### src/rtl/btn_spi_tx_ctrl.sv
// btn_spi_tx_ctrl: turns debounced button presses into SPI write requests.
// Presses are queued as a pending count (saturating at PEND_MAX, excess
// presses flagged on o_drop). Each request issues a one-cycle o_start with a
// running transfer index on o_tx_data, waits for i_done, then enforces an
// idle gap of GAP_CYCLES before the next request.
// Optional build macro BTN_SPI_TX_TIMEOUT_EN adds a WAIT watchdog of
// TIMEOUT_CYCLES cycles and the o_timeout pulse output.
module btn_spi_tx_ctrl #(
    parameter int DATA_W         = 8,
    parameter int PEND_MAX       = 4,
    parameter int GAP_CYCLES     = 16,
    parameter int TIMEOUT_CYCLES = 1024
) (
    input  logic                            clk,
    input  logic                            rst,
    input  logic                            i_btn,
    input  logic                            i_ready,
    input  logic                            i_done,
    output logic                            o_start,
    output logic [DATA_W-1:0]               o_tx_data,
    output logic [$clog2(PEND_MAX+1)-1:0]   o_pend,
    output logic                            o_busy,
    output logic                            o_drop
`ifdef BTN_SPI_TX_TIMEOUT_EN
    ,
    output logic                            o_timeout
`endif
);

    localparam int PEND_W = $clog2(PEND_MAX + 1);
    localparam int GAP_W  = (GAP_CYCLES > 1) ? $clog2(GAP_CYCLES) : 1;

    localparam logic [PEND_W-1:0] PEND_FULL = PEND_W'(PEND_MAX);
    localparam logic [PEND_W-1:0] PEND_ONE  = PEND_W'(1);
    localparam logic [GAP_W-1:0]  GAP_LAST  = GAP_W'((GAP_CYCLES > 0) ? GAP_CYCLES - 1 : 0);
    localparam logic [GAP_W-1:0]  GAP_ONE   = GAP_W'(1);
    localparam logic [DATA_W-1:0] IDX_ONE   = DATA_W'(1);

    typedef enum logic [1:0] {
        ST_IDLE  = 2'd0,
        ST_START = 2'd1,
        ST_WAIT  = 2'd2,
        ST_GAP   = 2'd3
    } state_t;

    state_t              state;
    state_t              state_nxt;
    logic [PEND_W-1:0]   pend;
    logic [DATA_W-1:0]   idx;
    logic [GAP_W-1:0]    gap_cnt;
    logic                issue;
    logic                accept;
    logic                load;
    logic                wait_done;

    // START is the cycle a queued press is consumed; a press arriving in that
    // same cycle is always accepted because a slot is being freed.
    assign issue     = (state == ST_START);
    assign accept    = i_btn && ((pend != PEND_FULL) || issue);
    assign load      = (state == ST_IDLE) && (pend != '0) && i_ready;
    assign wait_done = (state == ST_WAIT) && i_done;

    assign o_start = issue;
    assign o_busy  = (state != ST_IDLE);
    assign o_drop  = i_btn && !accept;
    assign o_pend  = pend;

`ifdef BTN_SPI_TX_TIMEOUT_EN
    localparam int WD_W = (TIMEOUT_CYCLES > 1) ? $clog2(TIMEOUT_CYCLES) : 1;
    localparam logic [WD_W-1:0] WD_LAST = WD_W'(TIMEOUT_CYCLES - 1);
    localparam logic [WD_W-1:0] WD_ONE  = WD_W'(1);

    logic [WD_W-1:0] wd_cnt;
    logic            wd_expire;

    // A completion arriving on the last watchdog cycle wins over the timeout.
    assign wd_expire = (state == ST_WAIT) && !i_done && (wd_cnt == WD_LAST);
    assign o_timeout = wd_expire;

    // Watchdog: counts cycles spent in WAIT, cleared everywhere else.
    always_ff @(posedge clk or posedge rst) begin
        if (rst) begin
            wd_cnt <= '0;
        end else if (state == ST_WAIT) begin
            wd_cnt <= wd_cnt + WD_ONE;
        end else begin
            wd_cnt <= '0;
        end
    end
`endif

    // State register.
    always_ff @(posedge clk or posedge rst) begin
        if (rst) begin
            state <= ST_IDLE;
        end else begin
            state <= state_nxt;
        end
    end

    // Next-state logic; i_ready matters only in IDLE, i_done only in WAIT.
    always_comb begin
        state_nxt = state;
        case (state)
            ST_IDLE: begin
                if (load) begin
                    state_nxt = ST_START;
                end
            end
            ST_START: begin
                state_nxt = ST_WAIT;
            end
            ST_WAIT: begin
                if (i_done) begin
                    state_nxt = (GAP_CYCLES == 0) ? ST_IDLE : ST_GAP;
                end
`ifdef BTN_SPI_TX_TIMEOUT_EN
                else if (wd_expire) begin
                    state_nxt = ST_IDLE;
                end
`endif
            end
            ST_GAP: begin
                if (gap_cnt == GAP_LAST) begin
                    state_nxt = ST_IDLE;
                end
            end
            default: begin
                state_nxt = ST_IDLE;
            end
        endcase
    end

    // Pending-press counter: simultaneous accept and issue cancel out.
    always_ff @(posedge clk or posedge rst) begin
        if (rst) begin
            pend <= '0;
        end else if (accept && !issue) begin
            pend <= pend + PEND_ONE;
        end else if (!accept && issue) begin
            pend <= pend - PEND_ONE;
        end
    end

    // Payload is captured on the IDLE->START edge so it lines up with o_start
    // and then holds until the next request; idx advances only on completion.
    always_ff @(posedge clk or posedge rst) begin
        if (rst) begin
            idx       <= '0;
            o_tx_data <= '0;
        end else begin
            if (load) begin
                o_tx_data <= idx;
            end
            if (wait_done) begin
                idx <= idx + IDX_ONE;
            end
        end
    end

    // Gap counter: runs 0..GAP_CYCLES-1 while in GAP, idle at zero otherwise.
    always_ff @(posedge clk or posedge rst) begin
        if (rst) begin
            gap_cnt <= '0;
        end else if ((state == ST_GAP) && (gap_cnt != GAP_LAST)) begin
            gap_cnt <= gap_cnt + GAP_ONE;
        end else begin
            gap_cnt <= '0;
        end
    end

endmodule

### config.mk
export PLATFORM = sky130hd
export DESIGN_NAME = btn_spi_tx_ctrl
export DESIGN_NICKNAME = d
export VERILOG_FILES = /design/src/rtl/btn_spi_tx_ctrl.sv
export SDC_FILE = /design/constraint.sdc
export NUM_CORES = 1
export LEC_CHECK = 0
export ABC_AREA = 1
export BUFFER_PORTS_ARGS = -buffer_cell sky130_fd_sc_hd__buf_2
export CAP_MARGIN = 20
export CORE_MARGIN = 2
export CORE_UTILIZATION = 30
export CTS_CLUSTER_DIAMETER = 40
export DETAILED_ROUTE_END_ITERATION = 16
export SKIP_LAST_GASP = 1
export SYNTH_ARGS = -nofsm -noshare
export SYNTH_HDL_FRONTEND = slang
export SYNTH_SLANG_ARGS = --single-unit
### constraint.sdc
create_clock -name clk -period 4.7 [get_ports clk]
set_input_delay 1.41 -clock clk [delete_from_list [all_inputs] [get_ports clk]]
set_output_delay 1.41 -clock clk [all_outputs]
set_load 0.01 [all_outputs]
### After elaboration in Yosys (flattened, before gate mapping)

Index checks and enable logic that the tools add are counted.
Widths: inputs -> output; s select.

| storage, ports and cells | value |
|---|---|
| register bits after elaboration | 25 |
| input port bits | 5 |
| output and inout port bits | 14 |
| logic and storage cells | 41 |

| cells by class | value |
|---|---|
| $add $sub $neg | 4 |
| equality and inequality tests | 9 |
| mux-type cells | 7 |
| reduce and logical (&&, ||, !) cells | 16 |

Operators by type and width:

| kind | count |
|---|---|
| $add 8x1->8 const B | 1 |
| $logic_and 1x1->1 | 8 |
| $pmux 2 s4 | 1 |
| $mux 2 | 3 |
| $mux 3 | 2 |
| $ne 2x2->1 const B | 3 |
| $add 4x1->4 const B | 1 |
| $eq 2x2->1 const B | 2 |
| $eq 4x4->1 const B | 1 |
| $mux 4 | 1 |
| $ne 4x4->1 const B | 1 |
| $reduce_bool 2->1 | 2 |
| $add 3x1->3 const B | 1 |
| $ne 3x3->1 const B | 1 |
| $reduce_and 3->1 | 1 |
| $reduce_bool 3->1 | 1 |
| $sub 3x1->3 const B | 1 |
| $eq 2x1->1 const B | 1 |
| $logic_not 1->1 | 2 |
| $logic_not 2->1 | 1 |
| $logic_or 1x1->1 | 1 |

### Logic depth before layout (Yosys ltp)

Gate-level depths: netlist of run 1.

| logic depth | value |
|---|---|
| depth after elaboration | 7 |
| mapped depth | 11 |
| mapped depth without buffers | 11 |

### Least setup slack after synthesis of run 1

OpenSTA, ideal clock, no wires.

| timing path | value |
|---|---|
| path type | input to output |
| from | input i_btn |
| to | output o_drop |
| arrival | 1.612 ns |
| data required time | 3.290 ns |
| setup slack | 1.678 ns |
| stages | 2 |
| path buffers | 0 |
| cell sequence | inv_1 > nor2_1 |

| between the ends | value |
|---|---|
| longest elaborated chain between the ends | 3 |

RTL lines:

| element | line | text |
|---|---|---|
| start, declared | 16 | `input logic i_btn,` |
| $logic_and 1x1->1 | 59 | `assign accept = i_btn && ((pend != PEND_FULL) \|\| issue);` |
| $logic_not 1->1 | 65 | `assign o_drop = i_btn && !accept;` |
| $logic_and 1x1->1 * | 65 |  |
| end, declared | 23 | `output logic o_drop` |

Every way passes the cells marked *; elsewhere a longest branch is shown, timed or not.

### Final worst setup path of run 1

Same ends and word-level chain as after synthesis.

==> results of run 1 <==
per-stage QoR:
| step | worst slack, ps | utilization | total power [µW] | cells |
|---|---|---|---|---|
| 2_1_floorplan | 1680 | - | 680 | 133 |
| 6_report | 1550 | 0.359 | 892 | 204 |
| 5_1_grt | 1530 | 0.359 | 984 | 204 |
| 4_1_cts | 1550 | 0.359 | 906 | 204 |
| 3_5_place_dp | 1560 | 0.348 | 780 | 200 |
| 3_3_place_gp | 1570 | 0.348 | 771 | 200 |
cell families (layout without fill, tap and decap cells):
| logic type | count (synthesis) | count (layout) |
|---|---|---|
| compound gates | 5 | 5 |
| xor+xnor | 9 | 9 |
| fa+ha+maj | 9 | 9 |
| buf+inv | 20 | 41 |
| flops | 25 | 25 |
| mux | 2 | 2 |
| simple gates | 63 | 63 |
power breakdown:
part / internal (µW) / leakage [µW] / switching [µW]
registers: 296 / 0.000309 / 73.6
clock network: 59.3 / 0.0000255 / 67.7
logic: 169 / 0.000426 / 226
cell type report:
| class | count | area [µm²] |
|---|---|---|
| Timing Repair Buffer | 18 | 90.1 |
| Sequential cell | 25 | 626 |
| Inverter | 19 | 71.3 |
| Fill cell | 408 | 2600 |
| Clock buffer | 3 | 41.3 |
| Clock inverter | 1 | 5.00 |
| Multi-Input combinational cell | 88 | 561 |
| Tap cell | 50 | 62.6 |
worst max-delay path, stage by stage:
cell	delay [ps]
buf_2	80
inv_1	40
nor2_1	90
buf_2	130
path summary, 6_finish.rpt:
path                                   start      endpoint  slack (ps)  cells past startpoint
worst max-delay path                   i_btn        o_drop        1550                      4
worst min-delay path            o_tx_data[4]  o_tx_data[4]         470                      2
worst max register to register      state[1]     o_pend[2]        2680                     11
worst min register to register  o_tx_data[4]  o_tx_data[4]         470                      2
max in group asynchronous                rst        idx[7]        2780                      2
min in group asynchronous                rst      state[0]        1340                      2
cell usage in the layout, fill, tap and decap left out, drive strengths merged:
cell / instances
buf: 18
nand3: 12
fa: 1
mux2: 2
inv: 19
o21ai: 4
a31oi: 1
nand2: 34
clkbuf: 3
xor2: 7
nor3: 1
ha: 8
nor2: 15
or2: 1
clkinv: 1
dfrtp: 25
xnor2: 2
flip-flops by register name, summed over array words and instances, names as in the netlist:
signal     flops
idx            8
o_tx_data      8
gap_cnt        4
o_pend         3
state          2
routing by layer:
layer / global-route usage / share of wire / vias up
met2: 0.142 / 0.42 / 13
met4: 0.0458 / 0.017 / 0
met1: 0.117 / 0.53 / 376
met5: 0 / 0 / -
li1: - / - / 450
met3: 0.0102 / 0.033 / 4
==> results.yml, run 1 <==
sta:
  fin_crit_sh: 0.670
  skew_ps: 2.30
  clock.fmax_ghz: 0.318
  max_slew_margin: 0.365
  worst_hold_slack_ps: 469
  period_needed_ps: 3150
  tightest_slew_ps: 951
  rsz0062_at_grt: "false"
  final_hold_viol_count: 0
  drv_slew: 0
  tns_ps: 0
  setup_violations: 0
global_routing:
  grt_max_degree: 26
  grtUsageTotal: 0.0883
  antenna_found_initial: 0
  grt_pass1_vias: 822
  grt_overflow: 0
  grt_pass1_wl_mm: 3.53
placement:
  hpwl_mm: 1.55
  placedInstanceArea_um2: 1410
  port_buffers: 18
  gp_congestion: 0.697
synth:
  yosys.area_share.simple: 0.233
  async_flop_share: 1.00
  synth_compound_area_frac: 0.0323
  synth_top_cell_by_area: "dfrtp_1"
  synth-edff-count: 0
  synth_common_cells: "nand2_1 (28), dfrtp_1 (25), inv_1 (18), nand3_1 (12), nor2_1 (12)"
  ys_types: 20
  syn_inst: 133
  ys_seq_elements: 25
  synth_top_area_share: 0.490
  synth_fa_ha_area_frac: 0.0940
  synth_area_leaders: "dfrtp_1 (49%), nand2_1 (8.2%), ha_1 (7.8%)"
  ys.flop_type: "dfrtp_1"
  synthesis.nets: 147
  synth-xor-area-share: 0.0617
  ys.warnings.count: 0
  synth_mux_area_frac: 0.0176
  postSynthAreaPerCell_um2: 9.61
  ys_seq_area_frac: 0.490
  netlist_area_um2: 1280
  synth_most_common_cell: "nand2_1"
  synth_top_family_by_area: "simple AND/OR/NAND/NOR gates"
finish:
  num-nets-final: 169
  area_delta_synth_final_pct: 14.0
  final_cell_area_um2: 1460
  drive_above_1_share: 0.260
  diodes: 0
routing:
  drc: 0
  dr.first_iter.drc_count: 46
  vias_per_cell: 4.13
  avgRoutedWirePerCell_um: 9.73
  routed_wl_mm: 1.99
  vias: 843
  first_pass_iters: 4
  ant_nets: 0
clock_tree:
  root_buffer: "clkbuf_8"
  post-cts-setup-buffer-count: 0
  clk_path_buf_depth: 2
  clk_pin_slew_ps: 80
  clock-sinks: 25
  cts_max_level: 1
  cts_resized: 0
  cts_tree: "yes"
  cts_made_buffers: 3
  clock_latency_ps: 270
  holdBufCountCts: 0
worst_setup_path:
  critPathKind: "primary input to output pin"
  cp.required_ps: 3290
  end_kind: "output pin"
  crit_arrival_ps: 1740
  path_max_fanout: 2
  startpoint_type: "primary input"
floorplanning:
  dieArea_um2: 4800
  coreArea_um2: 4060
  start_util: 0.315
  io_pins: 19
  die_h_um: 69.3
  die_w_um: 69.3
  rows: 23
hold_path:
  hold_path.class: "flip-flop to flip-flop"
status:
  status: "finished clean"
power_and_ir_drop:
  power.density_nw_per_um2: 612
  p_leak_uw: 0.000761
  vdd_drop_max_uv: 128
flow_run:
  cap_violations: 0
(Power assumes the default switching activity.)
==> inputs of run 2 (changes only) <==
ABC_AREA = 0   (was 1)
clock period = 3.21 ns   (was 4.7 ns; I/O delays follow)
==> results.yml, run 2 <==
routing:
  wl_met3_um: 77
  drt-met1-wl_um: 798
  vias: 747
  drc: 0
  dr.first_iter.drc_count: 13
  wl_met2_um: 994
  first_pass_iters: 4
  avgRoutedWirePerCell_um: 11.2
  ant_nets: 0
  top_layer: "met4"
  routed_wl_mm: 1.89
  vias_per_cell: 4.42
sta:
  setup_violations: 0
  max_slew_margin: 0.777
  tns_ps: 0
  period_needed_ps: 2560
  final_hold_viol_count: 0
  rsz0062_at_grt: "false"
  clock.fmax_ghz: 0.391
  tightest_slew_ps: 329
  drv_slew: 0
  fin_crit_sh: 0.797
  skew_ps: 7.28
synth:
  ys_seq_area_frac: 0.519
  postSynthAreaPerCell_um2: 12.4
  synth_most_common_cell: "dfrtp_1"
  ys_types: 25
  ys.warnings.count: 0
  synth_top_cell_by_area: "dfrtp_1"
  synthesis.nets: 111
  ys.flop_type: "dfrtp_1"
  synth_area_leaders: "dfrtp_1 (52%), mux2_1 (9.3%), ha_1 (8.3%)"
  async_flop_share: 1.00
  synth-edff-count: 0
  syn_inst: 97
  ys_seq_elements: 25
  synth_top_area_share: 0.519
  synth_common_cells: "dfrtp_1 (25), mux2_1 (10), ha_1 (8), inv_1 (8), xor2_1 (6)"
  netlist_area_um2: 1200
hold_path:
  hp-start: "idx[7]"
  hold_path.class: "flip-flop to flip-flop"
finish:
  drive_above_1_share: 0.218
  stdcell_count: 169
  diodes: 0
  seqCellArea_um2: 626
  fillers: 396
  final_cell_mix: "dfrtp_1 (25), buf_2 (18), mux2_1 (10), inv_1 (8), ha_1 (8)"
  num-nets-final: 134
  reg_top3: "idx x8, o_tx_data x8, gap_cnt x4"
  area_delta_synth_final_pct: 18.6
  final_common_cell: "dfrtp_1"
  multi_input_area_um2: 544
global_routing:
  grt_pass1_wl_mm: 3.43
  antenna_found_initial: 0
  grt_pass1_vias: 755
  grt_overflow: 0
  grt_max_degree: 26
  grtUsageTotal: 0.102
placement:
  dpl.cell_count: 164
  hpwl_mm: 1.45
  gp_congestion: 0.663
  port_buffers: 18
clock_tree:
  clock-sinks: 25
  root_buffer: "clkbuf_8"
  clk_path_buf_depth: 2
  clk_pin_slew_ps: 90
  clock_latency_ps: 270
  cts_max_level: 1
  cts_resized: 0
  cts_made_buffers: 3
  cts_tree: "yes"
  post-cts-setup-buffer-count: 0
  holdBufCountCts: 0
worst_setup_path:
  cp.required_ps: 2250
  critPathKind: "flip-flop to output pin"
  crit_arrival_ps: 1600
  worst_r2r_startpoint: "state[1]"
  critical_path.startpoint: "state[1]"
  startpoint_type: "flip-flop"
  end_kind: "output pin"
  path_max_fanout: 4
power_and_ir_drop:
  power.density_nw_per_um2: 841
  vdd_drop_max_uv: 346
  p_leak_uw: 0.000728
floorplanning:
  rows: 23
  die_w_um: 67.4
  die_h_um: 67.4
  coreArea_um2: 3940
  io_pins: 19
  dieArea_um2: 4540
  start_util: 0.306
status:
  status: "finished clean"
flow_run:
  cap_violations: 0
run 2: changes by cell type in the layout (fill, tap and decap cells not counted), sizes merged, moves of 2 or more:
cell / delta
nand3: -10
nand4: +3
mux2: +9
nand2: -29
o21ai: -2
nor2: -10
xnor2: +3
inv: -11
and3: +2
and2: +4
run 2: per-layer routing:
| layer | GRT usage | vias up |
|---|---|---|
| met3 | 0.0300 | 2 |
| met1 | 0.127 | 370 |
| met5 | 0 | - |
| met4 | 0.0383 | 0 |
| li1 | - | 366 |
| met2 | 0.167 | 9 |
run 2: kinds of logic (layout without fill, tap and decap cells):
| group | Yosys count | in the layout | synth area share |
|---|---|---|---|
| AO/OA/AOI/OAI | 5 | 5 | 0.0332 |
| flip-flops | 25 | 25 | 0.519 |
| adder cells (fa/ha/maj) | 9 | 9 | 0.0997 |
| AND/OR/NAND/NOR | 26 | 26 | 0.125 |
| XOR/XNOR | 11 | 11 | 0.0800 |
| buffers and inverters | 9 | 31 | 0.0291 |
| multiplexers | 12 | 12 | 0.114 |
run 2: per-stage QoR:
stage	power (µW)	hold WS (ps)	utilization	cell area, µm²	worst slack [ps]
final	1200	474	0.362	1430	650
after global placement	1000	450	0.343	1350	938
after global routing	1330	488	0.362	1430	451
after floorplan	882	435	-	1200	1070
after detailed placement	1030	466	0.343	1350	887
after CTS	1230	483	0.355	1400	624
run 2: worst paths after layout:
check | to | slack, ps | cells past startpoint
max | o_drop | 650 | 5
min | idx[7] | 470 | 1
max reg2reg | o_pend[1] | 990 | 8
min reg2reg | idx[7] | 470 | 1
max in group asynchronous | o_tx_data[0] | 2290 | 3
min in group asynchronous | o_pend[2] | 560 | 2
run 2: final cells by class:
type,count,area share
multi-input cells,63,0.381
inverters,8,0.0210
clock inverters,1,0.00525
well taps,50,0.0438
repair buffers,19,0.0823
clock buffers,3,0.0289
flip-flops and latches,25,0.438
run 2: where the power goes:
group | total [µW] | internal, µW | switching, µW
clock | 188 | 87.9 | 100
combinational | 492 | 253 | 240
sequential | 521 | 422 | 99.2
total | 1200 | 762 | 439
run 2: critical path, stage by stage (launching register included):
cell	delay (ps)
dfrtp_1	410
inv_1	100
ha_1	210
nor4b_1	320
and2_1	170
buf_2	120
==> inputs of run 3 (changes only) <==
clock period = 2.3 ns   (was 3.21 ns; I/O delays follow)
==> results.yml, run 3 (synthesis results as in run 2) <==
sta:
  rsz0062_at_grt: "false"
  final_hold_viol_count: 0
  setup_violations: 0
  skew_ps: 4.04
  period_needed_ps: 2160
  drv_slew: 0
  tns_ps: 0
  clock.fmax_ghz: 0.462
  tightest_slew_ps: 319
  fin_crit_sh: 0.941
  fin_ws_ps: 137
  max_slew_margin: 0.787
finish:
  area_delta_synth_final_pct: 18.5
  drive_above_1_share: 0.225
  reg_top3: "idx x8, o_tx_data x8, gap_cnt x4"
  diodes: 0
  final_common_cell: "dfrtp_1"
  final_cell_area_um2: 1430
  final_cell_mix: "dfrtp_1 (25), buf_2 (18), mux2_1 (10), inv_1 (8), ha_1 (8)"
  fillers: 377
  num-nets-final: 135
clock_tree:
  root_buffer: "clkbuf_8"
  cts_max_level: 1
  clock-sinks: 25
  holdBufCountCts: 0
  clock_latency_ps: 270
  cts_tree: "yes"
  cts_made_buffers: 3
  clk_pin_slew_ps: 80
  clk_path_buf_depth: 2
floorplanning:
  coreArea_um2: 3940
  dieArea_um2: 4540
  io_pins: 19
  die_w_um: 67.4
  rows: 23
  die_h_um: 67.4
  start_util: 0.306
routing:
  dr.first_iter.drc_count: 5
  avgRoutedWirePerCell_um: 11.7
  vias: 760
  drc: 0
  first_pass_iters: 4
  vias_per_cell: 4.47
  routed_wl_mm: 1.99
  ant_nets: 0
global_routing:
  grt_overflow: 0
  antenna_found_initial: 0
  grtUsageTotal: 0.100
  grt_max_degree: 26
  grt_pass1_vias: 741
  grt_pass1_wl_mm: 3.37
worst_setup_path:
  critPathKind: "flip-flop to output pin"
  end_kind: "output pin"
  rr_worst_depth: 8
  reg2reg_slack_ps: 210
  startpoint_type: "flip-flop"
  r2r-end: "o_pend[1]"
  cp.required_ps: 1610
  worst_r2r_startpoint: "state[1]"
  crit_arrival_ps: 1470
  path_max_fanout: 3
power_and_ir_drop:
  power.density_nw_per_um2: 1200
  vdd_drop_max_uv: 618
  p_leak_uw: 0.000733
placement:
  post-place-ws_ps: 78.3
  hpwl_mm: 1.52
  placedInstanceArea_um2: 1360
  gp_congestion: 0.733
  port_buffers: 18
flow_run:
  cap_violations: 0
status:
  status: "finished clean"
hold_path:
  hold_path.class: "primary input to async pin"
run 3: cell types whose count changed in the layout (fill, tap and decap cells not counted):
cell        delta
nor4b_1        -1
clkbuf_1       +1
buf_16         -1
nor4b_4        +1
buf_4          +2
clkinvlp_4     -1
run 3: area by class of cell:
class | instances | area [µm²] | share of cell area
sequential | 25 | 626 | 0.438
multi-input combinational | 63 | 559 | 0.392
timing repair buffer | 20 | 105 | 0.0736
tap | 50 | 62.6 | 0.0438
clock buffer | 4 | 45.0 | 0.0316
inverter | 8 | 30.0 | 0.0210
run 3: per-layer routing:
metal,up-vias,wire [µm],global-route usage
met5,-,0,0
met4,0,21,0.0459
met3,2,67,0.0200
met2,10,1060,0.162
met1,376,837,0.129
li1,372,-,-
run 3: worst max-delay path: stages, from the launching register on:
cell and delay, ps:
dfrtp_1 380, inv_1 80, ha_1 240, nor4b_4 240
and2_1 150, buf_2 120
run 3: stage by stage:
| step | power, µW | util | cells | hold WS, ps |
|---|---|---|---|---|
| after global placement | 1400 | 0.345 | 165 | 449 |
| after CTS | 1720 | 0.358 | 169 | 466 |
| final | 1720 | 0.362 | 170 | 455 |
| after detailed placement | 1440 | 0.345 | 165 | 453 |
| after global routing | 1870 | 0.362 | 170 | 496 |
| after floorplan | 1230 | - | 97 | 435 |
run 3: worst max-delay path by stage:
stage               startpoint   endpoint  slack, ps  cells after the start
CTS                   state[1]     o_drop         80                      5
finish                state[1]     o_drop        140                      5
floorplan             state[1]  o_pend[1]        210                      8
detailed placement    state[1]  o_pend[1]         80                      8
global route          state[1]     o_drop         30                      5
global placement      state[1]  o_pend[1]        220                      8
run 3: report_power, final:
part / switching (µW) / total (µW) / internal, µW
Clock: 135 / 259 / 124
Sequential: 147 / 736 / 588
Combinational: 350 / 722 / 372
Total: 632 / 1720 / 1080
run 3: what timing repair did:
action                                  in CTS  in global routing
endpoints found under the setup margin       1                  1
resized for setup                            1                  1
buffers inserted                             0                  1
